File: config.mk
export PLATFORM = sky130hd
export DESIGN_NAME = nonce_collector_flat
export DESIGN_NICKNAME = d
export VERILOG_FILES = /design/src/rtl/nonce_pkg.sv /design/src/rtl/nonce_collector_if.sv /design/src/rtl/nonce_fifo.sv /design/src/rtl/nonce_collector.sv /design/src/flat_wrapper.sv
export SDC_FILE = /design/constraint.sdc
export NUM_CORES = 1
export LEC_CHECK = 0
export CORE_MARGIN = 2
export CORE_UTILIZATION = 55
export DETAILED_ROUTE_END_ITERATION = 7
export HOLD_SLACK_MARGIN = 0.1
export PLACE_DENSITY = 0.73
export SLEW_MARGIN = 30
export SYNTH_ARGS = -nofsm -noshare
export SYNTH_HDL_FRONTEND = slang
export SYNTH_HIERARCHICAL = 1
export SYNTH_SLANG_ARGS = --single-unit
File: constraint.sdc
create_clock -name clk -period 10.1 [get_ports clk]
set_input_delay 2.02 -clock clk [delete_from_list [all_inputs] [get_ports clk]]
set_output_delay 2.02 -clock clk [all_outputs]
set_load 0.01 [all_outputs]
File: src/rtl/nonce_pkg.sv
// -----------------------------------------------------------------------------
// nonce_pkg
// Shared definitions for the nonce collector: the controller state encoding
// and the default nonce width used by the interface and top-level defaults.
// -----------------------------------------------------------------------------
package nonce_pkg;

    localparam int NONCEWIDTH_DEFAULT = 32;

    typedef enum logic [1:0] {
        IDLE   = 2'd0,
        SEARCH = 2'd1,
        DONE   = 2'd2
    } state_t;

endpackage

File: src/rtl/nonce_collector_if.sv
// -----------------------------------------------------------------------------
// nonce_collector_if
// Bundles the round handshake (newblock_i, valid_i, ready_o, success_i), the
// winning-nonce stream (nonce_valid_o, nonce_ready_i, nonce_o) and the status
// flags (exhausted_o, busy_o).
//   master : the hash-processor / consumer side (drives the *_i signals)
//   slave  : the nonce collector itself (drives the *_o signals)
// -----------------------------------------------------------------------------
interface nonce_collector_if
    import nonce_pkg::*;
#(
    parameter int NUMPROCESSORS = 10,
    parameter int NONCEWIDTH    = NONCEWIDTH_DEFAULT
);
    logic                     newblock_i;
    logic                     valid_i;
    logic                     ready_o;
    logic [NUMPROCESSORS-1:0] success_i;
    logic                     nonce_valid_o;
    logic                     nonce_ready_i;
    logic [NONCEWIDTH-1:0]    nonce_o;
    logic                     exhausted_o;
    logic                     busy_o;

    modport master (
        output newblock_i, valid_i, success_i, nonce_ready_i,
        input  ready_o, nonce_valid_o, nonce_o, exhausted_o, busy_o
    );

    modport slave (
        input  newblock_i, valid_i, success_i, nonce_ready_i,
        output ready_o, nonce_valid_o, nonce_o, exhausted_o, busy_o
    );
endinterface

File: src/rtl/nonce_fifo.sv
// -----------------------------------------------------------------------------
// nonce_fifo
// Show-ahead FIFO for winning nonces. A push and a pop in the same cycle both
// succeed, even when full. The head reads as zero while the FIFO is empty.
//   clk, rst   : clock, asynchronous active-low reset
//   clear      : synchronous flush (pointers and count back to zero)
//   push, push_data : write request and data
//   pop        : read request (ignored when empty)
//   head       : current head entry (show-ahead)
//   full, empty: occupancy flags
// -----------------------------------------------------------------------------
module nonce_fifo
    import nonce_pkg::*;
#(
    parameter int WIDTH = 32,
    parameter int DEPTH = 4
) (
    input  logic             clk,
    input  logic             rst,
    input  logic             clear,
    input  logic             push,
    input  logic [WIDTH-1:0] push_data,
    input  logic             pop,
    output logic [WIDTH-1:0] head,
    output logic             full,
    output logic             empty
);
    localparam int PTR_W = $clog2(DEPTH);

    logic [WIDTH-1:0] mem [DEPTH];
    logic [PTR_W-1:0] rd_ptr;
    logic [PTR_W-1:0] wr_ptr;
    logic [PTR_W:0]   count;
    logic             do_push;
    logic             do_pop;

    assign full    = (count == (PTR_W+1)'(DEPTH));
    assign empty   = (count == '0);
    assign do_pop  = pop && !empty;
    // A slot freed by a same-cycle pop may be refilled immediately.
    assign do_push = push && (!full || do_pop);

    // NOTE: sequential state uses non-blocking assignments so every register
    // samples pre-edge values regardless of statement order.
    always_ff @(posedge clk or negedge rst) begin
        if (!rst) begin
            rd_ptr <= '0;
            wr_ptr <= '0;
            count  <= '0;
        end else if (clear) begin
            rd_ptr <= '0;
            wr_ptr <= '0;
            count  <= '0;
        end else begin
            if (do_push) wr_ptr <= wr_ptr + PTR_W'(1);
            if (do_pop)  rd_ptr <= rd_ptr + PTR_W'(1);
            count <= count + (PTR_W+1)'(do_push) - (PTR_W+1)'(do_pop);
        end
    end

    // NOTE: storage is not reset; the pointers and count define validity, and
    // the head is masked to zero while empty.
    always_ff @(posedge clk) begin
        if (do_push && !clear) mem[wr_ptr] <= push_data;
    end

    assign head = empty ? '0 : mem[rd_ptr];

endmodule

File: src/rtl/nonce_collector.sv
// -----------------------------------------------------------------------------
// nonce_collector
// Issues nonce rounds of NUMPROCESSORS candidates, collects per-processor hit
// flags, and serialises winning nonces (ascending) into a show-ahead queue.
//   clk, rst : clock, asynchronous active-low reset
//   bus      : nonce_collector_if slave modport
//              newblock_i   restart search at nonce 0 (overrides valid_i)
//              valid_i/ready_o/success_i  round handshake and hit flags
//              nonce_valid_o/nonce_ready_i/nonce_o  winning-nonce stream
//              exhausted_o  all nonces of the current block issued
//              busy_o       candidates pending or queued
// -----------------------------------------------------------------------------
module nonce_collector
    import nonce_pkg::*;
#(
    parameter int NUMPROCESSORS = 10,
    parameter int NONCESPACE    = 1024,
    parameter int NONCEWIDTH    = NONCEWIDTH_DEFAULT,
    parameter int FIFODEPTH     = 4
) (
    input  logic             clk,
    input  logic             rst,
    nonce_collector_if.slave bus
);
    localparam int WIDE_W = NONCEWIDTH + 1;
    localparam int IDX_W  = (NUMPROCESSORS > 1) ? $clog2(NUMPROCESSORS) : 1;
    localparam logic [WIDE_W-1:0]     SPACE_WIDE = WIDE_W'(NONCESPACE);
    localparam logic [WIDE_W-1:0]     STEP_WIDE  = WIDE_W'(NUMPROCESSORS);
    localparam logic [NONCEWIDTH-1:0] STEP       = NONCEWIDTH'(NUMPROCESSORS);

    state_t                   state;
    logic [NONCEWIDTH-1:0]    base;
    logic [NONCEWIDTH-1:0]    round_base;
    logic [NUMPROCESSORS-1:0] pending;
    logic [NUMPROCESSORS-1:0] range_mask;
    logic [IDX_W-1:0]         low_idx;
    logic [NONCEWIDTH-1:0]    push_nonce;
    logic                     accept;
    logic                     final_round;
    logic                     push;
    logic                     pop;
    logic                     fifo_full;
    logic                     fifo_empty;

    // Range checks run one bit wider than the nonce so base+j cannot wrap.
    // NOTE: every always_comb output gets a default first so no latch forms.
    always_comb begin
        range_mask = '0;
        for (int j = 0; j < NUMPROCESSORS; j++) begin
            range_mask[j] = ({1'b0, base} + WIDE_W'(j)) < SPACE_WIDE;
        end
    end

    assign final_round = ({1'b0, base} + STEP_WIDE) >= SPACE_WIDE;

    // Descending scan leaves the lowest set index in low_idx.
    always_comb begin
        low_idx = '0;
        for (int j = NUMPROCESSORS - 1; j >= 0; j--) begin
            if (pending[j]) low_idx = IDX_W'(j);
        end
    end

    assign push_nonce  = round_base + NONCEWIDTH'(low_idx);
    assign bus.ready_o = (state == SEARCH) && (pending == '0) && !bus.newblock_i;
    assign accept      = bus.valid_i && bus.ready_o;
    assign pop         = bus.nonce_ready_i && !fifo_empty;
    // Push whenever a slot is free now or is being freed by this cycle's pop.
    assign push        = (pending != '0) && !bus.newblock_i && (!fifo_full || pop);

    always_ff @(posedge clk or negedge rst) begin
        if (!rst) begin
            state      <= IDLE;
            base       <= '0;
            round_base <= '0;
            pending    <= '0;
        end else if (bus.newblock_i) begin
            state      <= SEARCH;
            base       <= '0;
            round_base <= '0;
            pending    <= '0;
        end else if (accept) begin
            pending    <= bus.success_i & range_mask;
            round_base <= base;
            base       <= base + STEP;
            if (final_round) state <= DONE;
        end else if (push) begin
            // Clear the lowest set bit: the candidate just handed to the queue.
            pending <= pending & (pending - NUMPROCESSORS'(1));
        end
    end

    nonce_fifo #(
        .WIDTH (NONCEWIDTH),
        .DEPTH (FIFODEPTH)
    ) u_fifo (
        .clk       (clk),
        .rst       (rst),
        .clear     (bus.newblock_i),
        .push      (push),
        .push_data (push_nonce),
        .pop       (pop),
        .head      (bus.nonce_o),
        .full      (fifo_full),
        .empty     (fifo_empty)
    );

    assign bus.nonce_valid_o = !fifo_empty;
    assign bus.exhausted_o   = (state == DONE);
    assign bus.busy_o        = (pending != '0) || !fifo_empty;

endmodule

File: src/flat_wrapper.sv
// flat-port wrapper written by rule: the top's interface ports become plain ports
module nonce_collector_flat import nonce_pkg::*;
#(
    parameter int NUMPROCESSORS = 10,
    parameter int NONCESPACE    = 1024,
    parameter int NONCEWIDTH    = NONCEWIDTH_DEFAULT,
    parameter int FIFODEPTH     = 4
)
  (clk, rst, bus_newblock_i, bus_valid_i, bus_success_i, bus_nonce_ready_i, bus_ready_o, bus_nonce_valid_o, bus_nonce_o, bus_exhausted_o, bus_busy_o);
  nonce_collector_if #(.NUMPROCESSORS(NUMPROCESSORS), .NONCEWIDTH(NONCEWIDTH)) bus_i ();
  input  logic clk;
  input  logic rst;
  input wire logic [$bits(bus_i.newblock_i)-1:0] bus_newblock_i;
  input wire logic [$bits(bus_i.valid_i)-1:0] bus_valid_i;
  input wire logic [$bits(bus_i.success_i)-1:0] bus_success_i;
  input wire logic [$bits(bus_i.nonce_ready_i)-1:0] bus_nonce_ready_i;
  output wire logic [$bits(bus_i.ready_o)-1:0] bus_ready_o;
  output wire logic [$bits(bus_i.nonce_valid_o)-1:0] bus_nonce_valid_o;
  output wire logic [$bits(bus_i.nonce_o)-1:0] bus_nonce_o;
  output wire logic [$bits(bus_i.exhausted_o)-1:0] bus_exhausted_o;
  output wire logic [$bits(bus_i.busy_o)-1:0] bus_busy_o;
  assign bus_i.newblock_i = bus_newblock_i;
  assign bus_i.valid_i = bus_valid_i;
  assign bus_i.success_i = bus_success_i;
  assign bus_i.nonce_ready_i = bus_nonce_ready_i;
  assign bus_ready_o = bus_i.ready_o;
  assign bus_nonce_valid_o = bus_i.nonce_valid_o;
  assign bus_nonce_o = bus_i.nonce_o;
  assign bus_exhausted_o = bus_i.exhausted_o;
  assign bus_busy_o = bus_i.busy_o;
  nonce_collector #(.NUMPROCESSORS(NUMPROCESSORS), .NONCESPACE(NONCESPACE), .NONCEWIDTH(NONCEWIDTH), .FIFODEPTH(FIFODEPTH)) u_core (.clk(clk), .rst(rst), .bus(bus_i));
endmodule
; ---- Yosys cells after proc, flatten, opt, wreduce, memory -nomap -nowiden
; Memories as Yosys holds them, arrays and structs flattened.
; Cells that the tools add are included.
[word_totals]
register_bits = 83
latch_bits = 0
mem_bits_rw = 128
romBits = 0
in_bits = 15
out_inout_bits = 36
elab_cells = 93
mem_count = 1
[classes]
n_addsub = 17
n_mul = 0
n_div = 0
order_cmp = 11
eq_ne = 3
shifts = 0
n_mux = 28
bitwise = 2
reduce_logical = 24
[memory_table]
columns = name, words, word_bits, rd, rd_ports_with_merged_regs, write_ports, line
row1 = u_core.u_fifo.mem, 4, 32, 1, 0, 1, nonce_fifo.sv:30  ; logic [WIDTH-1:0] mem [DEPTH];
[ops]
columns = cell, count
row1 = $lt A33 B11 Y1 const B, 9
row2 = $mux W32, 5
row3 = $add A32 B3 Y33 const B, 4
row4 = $add A32 B4 Y33 const B, 3
row5 = $add A32 B2 Y33 const B, 2
row6 = $mux W4, 10
row7 = $add A32 B1 Y33 const B, 1
row8 = $ge A33 B11 Y1 const B, 1
row9 = $add A32 B4 Y32, 1
row10 = $add A32 B4 Y32 const B, 1
row11 = $lt A32 B11 Y1 const B, 1
row12 = $mux W10, 3
row13 = $and A10 B10 Y10, 2
row14 = $mux W2, 7
row15 = $logic_not A10 Y1, 1
row16 = $reduce_bool A10 Y1, 1
row17 = $sub A10 B1 Y10 const B, 1
row18 = $logic_and A1 B1 Y1, 9
row19 = $reduce_bool A2 Y1, 4
row20 = $add A2 B1 Y2 const B, 2
row21 = $add A3 B1 Y3, 1
row22 = $eq A3 B3 Y1 const B, 1
row23 = $logic_not A1 Y1, 3
row24 = $logic_not A3 Y1, 1
row25 = 8 further kinds, 11

; ---- Longest topological paths before layout
[depth]
word_depth = 11
depth_mapped = 17

; ---- By module
; The synthesis kept the hierarchy.
[modules_own_cells]
columns = module, n_inst, cells_each, area_each_um2, seq_area_each_um2
row1 = nonce_collector, 1, 920, 6849.1, 1876.8
row2 = nonce_fifo, 1, 250, 5311.3, 4018.9

; ---- Least setup slack after synthesis
; No wires, ideal clock.
[synth_path]
kind = in2reg
start = input port bus_newblock_i
end = memory u_core.u_fifo.mem[0][0] (enable)
setup_ps = 468
arrival_time_ps = 5251
slack_ps = 4381
cell_stages = 6
path_cell_list = clkbuf_1 a21oi_1 nand2b_1 inv_1 o21ai_0 nor3b_1
[synth_via]
elab_chain_cells = 7
[synth_rtl]
columns = item, line
row1 = from (decl), flat_wrapper.sv:13  ; input wire logic [$bits(bus_i.newblock_i)-1:0] bus_newblock_i;
row2 = $logic_not A1 Y1, nonce_collector.sv:69  ; assign push = (pending != '0) && !bus.newblock_i && (!fifo_full || pop);
row3 = $logic_and A1 B1 Y1 (2 in series), nonce_collector.sv:69
row4 = named net u_core.push, nonce_collector.sv:40  ; logic push;
row5 = $logic_and A1 B1 Y1, nonce_fifo.sv:41  ; assign do_push = push && (!full || do_pop);
row6 = $logic_and A1 B1 Y1, nonce_fifo.sv:64  ; if (do_push && !clear) mem[wr_ptr] <= push_data;
row7 = $mux W1, nonce_fifo.sv:64
row8 = $mux W1 (not written as such), nonce_fifo.sv:64
row9 = to (decl), nonce_fifo.sv:30
; The timed path passes the listed nets, and every way through them passes these cells.

; ---- Worst setup path in the final report
[layout_path]
start = input port bus_newblock_i
end = output port bus_ready_o
[layout_via]
elab_chain_cells = 2
[layout_rtl]
columns = item, line
row1 = $logic_not A1 Y1, nonce_collector.sv:65  ; assign bus.ready_o = (state == SEARCH) && (pending == '0) && !bus.newblock_i;
row2 = $logic_and A1 B1 Y1, nonce_collector.sv:65
row3 = to (decl), flat_wrapper.sv:17  ; output wire logic [$bits(bus_i.ready_o)-1:0] bus_ready_o;
; Every way passes these cells.

==> metrics.txt <==
status=finished, final reports clean; post-route setup TNS=0 ns; Syn Area/Cell=10.4 µm²; drt total wl=37200 µm; largest family of logic cells by synthesized area=simple AND/OR/NAND/NOR gates; core area=21800 µm²; post-route antenna net violation count=0; routability congestion estimate=1.01; pin count of the biggest net entering global routing=68; Residual DRC=0; Slew Limit Headroom=0.239; number of distinct library cells after synthesis=77; Max Cap Violations=0; Hold Vio Cnt, Final=0; critical path arrival=3.17 ns; number of global-route vias before repair=9698; power per cell area=209 nW/µm²; Hold Path End=u_core/state[0]$_DFFE_PN0P_; CTS clk-pin slew, worst paths=0.06 ns; FF-to-FF setup slack=5.77 ns; CTS H-Tree Depth=1; worst reg-to-reg path cell count=7; WP data required=8.08 ns; drt pass-1 iters=6; Total Routing Usage GR=0.319; VDD IR max=0.000138 V; Crit. path cell count=4; Post CTS Setup Buffer Count=0; Final Max Tran Viols=0; XOR/XNOR Fraction of Synth Area=0.0411; Clk Latency, worst-skew pair=0.50 ns; critical hold path startpoint=u_core/state[0]$_DFFE_PN0P_; Slew @ Worst Pin=1.11 ns; first-pass GRT wire length=58000 µm; GRT overflow=0; Syn Nets=1199; initial antenna violation count=0; Period minus WS final=5.19 ns; area grow syn2layout=11.6%; fin crit share=0.514; DPL Wire Length=25400 µm; Vias/cell=6.74; ys flop type=edfxtp_1; Num CTS Buffers=22; DRT iter0 DRCs=1121; Syn Std Cell Area=12200 µm²; Max Freq=193 MHz; clk_skew=0.0129 ns; routed via count=9942; Crit Path Max Fanout=60; die width=153 µm; Top Ports=51; RSZ-0062 raised after global routing=no; Starting Density=0.559; Buf/Inv on CP=3; Post-synth EDFFs=128; die area=23300 µm²; Final nets=1207; CP cell instances=buf_2 > buf_4 > nor2_1 > clkdlybuf4s50_1; post-synthesis mux area share=0.0691; Synth Area in Compound Gates=0.116; share of the yosys chip area belonging to registers=0.485; Critical Path Max Stage Delay=0.51 ns; CP max-delay cell=clkdlybuf4s50_1; cell family with most CP delay=buffers and inverters; hold path depth=1; CP endpoint kind=output port; CP startpoint kind=primary input; layout cell share with drive strength beyond 1=0.0997; Sink Count=210; CTS tree=done; Die H=153 µm; CTS max path bufs=3; #FFs+latches synth=210; hold_buf cts=0; reg2reg end=u_core/state[1]$_DFFE_PN0P_; Post-Syn Instances=1170; YS warnings=6; asr flop ratio synth=0.390; # setup viols final=0; Synth Area in Adders=0.0156; # rows=54; I/O Buffers=50; RR Startpoint=u_core/base[13]$_DFFE_PN0P_; diodes inserted=0; CTS root buffer=clkbuf_16; Post-CTS Resized=0; Post-Synth Simple-Gate Area=0.233; wire per inst=25.3 µm; Worst Hold Slack=0.505 ns; LEAKAGE=4.75 nW; HP Class=flop to flop; Setup CP Type=primary input to output port
-- layer usage --
layer | share of wire | vias to the layer above | track usage
li1 | - | 4441 | -
met1 | 0.40 | 4814 | 0.438
met2 | 0.47 | 557 | 0.512
met3 | 0.082 | 130 | 0.0449
met4 | 0.050 | 0 | 0.134
met5 | 0 | - | 0
-- area by class of cell --
type / instances / area, µm²
clock buffer: 29 / 612
clock inverter: 11 / 123
fill: 1799 / 8180
inverter: 31 / 116
multi-input combinational: 841 / 5820
sequential: 210 / 5900
tap: 280 / 350
timing repair buffer: 72 / 658
-- placed cells by master, fill, tap and decap left out, types with 13 or more instances in the layout --
cell type        Yosys  layout
edfxtp_1           128     128
nand2_1            106     106
dfrtp_1             82      81
nor2_1              79      79
o21ai_0             62      62
nand3_1             53      53
clkdlybuf4s50_1      0      48
a21oi_1             41      41
xnor2_1             39      39
nand4_1             37      37
nand3b_1            35      35
nor3_1              34      33
mux4_2              32      32
inv_1               30      30
nor4_1              29      27
clkbuf_16            0      23
buf_4                3      23
nor2b_1             20      20
xor2_1              18      18
and2b_1             16      16
o31ai_1             15      15
and4_1              14      14
a31oi_1             14      14
and3_1              13      13
-- synth_stat cells (all sizes together), types with 16 or more instances --
library cell / count / area, µm²
nor2: 79 / 297
mux4: 32 / 721
and2b: 16 / 120
nor4: 33 / 240
nand3: 53 / 265
buf: 26 / 136
xor2: 18 / 158
nand4: 39 / 274
dfrtp: 82 / 2050
o21ai: 69 / 345
inv: 30 / 113
nor3: 35 / 180
edfxtp: 128 / 3840
nand2: 106 / 398
nand3b: 35 / 263
a21oi: 42 / 214
xnor2: 39 / 342
nor2b: 20 / 125
clkbuf: 62 / 233
-- registers in the layout, indices dropped and copies added, names as in the netlist --
register / count
u_core/round_base: 32
u_core/u_fifo/wr_ptr: 2
u_core/pending: 10
u_core/state: 2
u_core/u_fifo/count: 3
u_core/u_fifo/rd_ptr: 2
u_core/base: 31
u_core/u_fifo/mem: 128
-- worst register-to-register path, delay by kind of cell (launching register included) --
kind	cells	cell delay [ns]
and+or+nand+nor	3	1.89
muxes	1	0.25
DFF	1	0.94
AOI/OAI and AO/OA	3	1.10
-- kinds of logic after synthesis --
group	count (synthesis)
AO/OA/AOI/OAI	219
XOR/XNOR	57
adder cells (fa/ha/maj)	14
buffers and inverters	119
flip-flops	210
multiplexers	43
AND/OR/NAND/NOR	508
-- how the worst max path moves through the flow --
stage / start / slack (ns) / end
2_1_floorplan: bus_newblock_i / 4.38 / u_core/u_fifo/mem[0][0]$_DFFE_PP_
3_3_place_gp: bus_newblock_i / 4.90 / bus_ready_o
3_5_place_dp: bus_newblock_i / 4.91 / bus_ready_o
4_1_cts: bus_newblock_i / 4.92 / bus_ready_o
5_1_grt: bus_newblock_i / 4.79 / bus_ready_o
6_report: bus_newblock_i / 4.91 / bus_ready_o
-- report_power, final --
part | internal (mW) | switching, mW
registers | 1.03 | 0.0757
logic | 0.392 | 0.532
clock network | 0.481 | 0.324
-- stage by stage --
| step | instance area, µm² | utilization | total power, mW | setup WS [ns] | std cells |
|---|---|---|---|---|---|
| 2_1_floorplan | 12200 | - | 1.68 | 4.38 | 1170 |
| 3_3_place_gp | 12800 | 0.590 | 2.01 | 4.90 | 1434 |
| 3_5_place_dp | 12800 | 0.590 | 2.03 | 4.91 | 1434 |
| 4_1_cts | 13600 | 0.624 | 2.84 | 4.92 | 1474 |
| 5_1_grt | 13600 | 0.624 | 2.97 | 4.79 | 1474 |
| 6_report | 13600 | 0.624 | 2.83 | 4.91 | 1474 |
(Power assumes the default switching activity.)
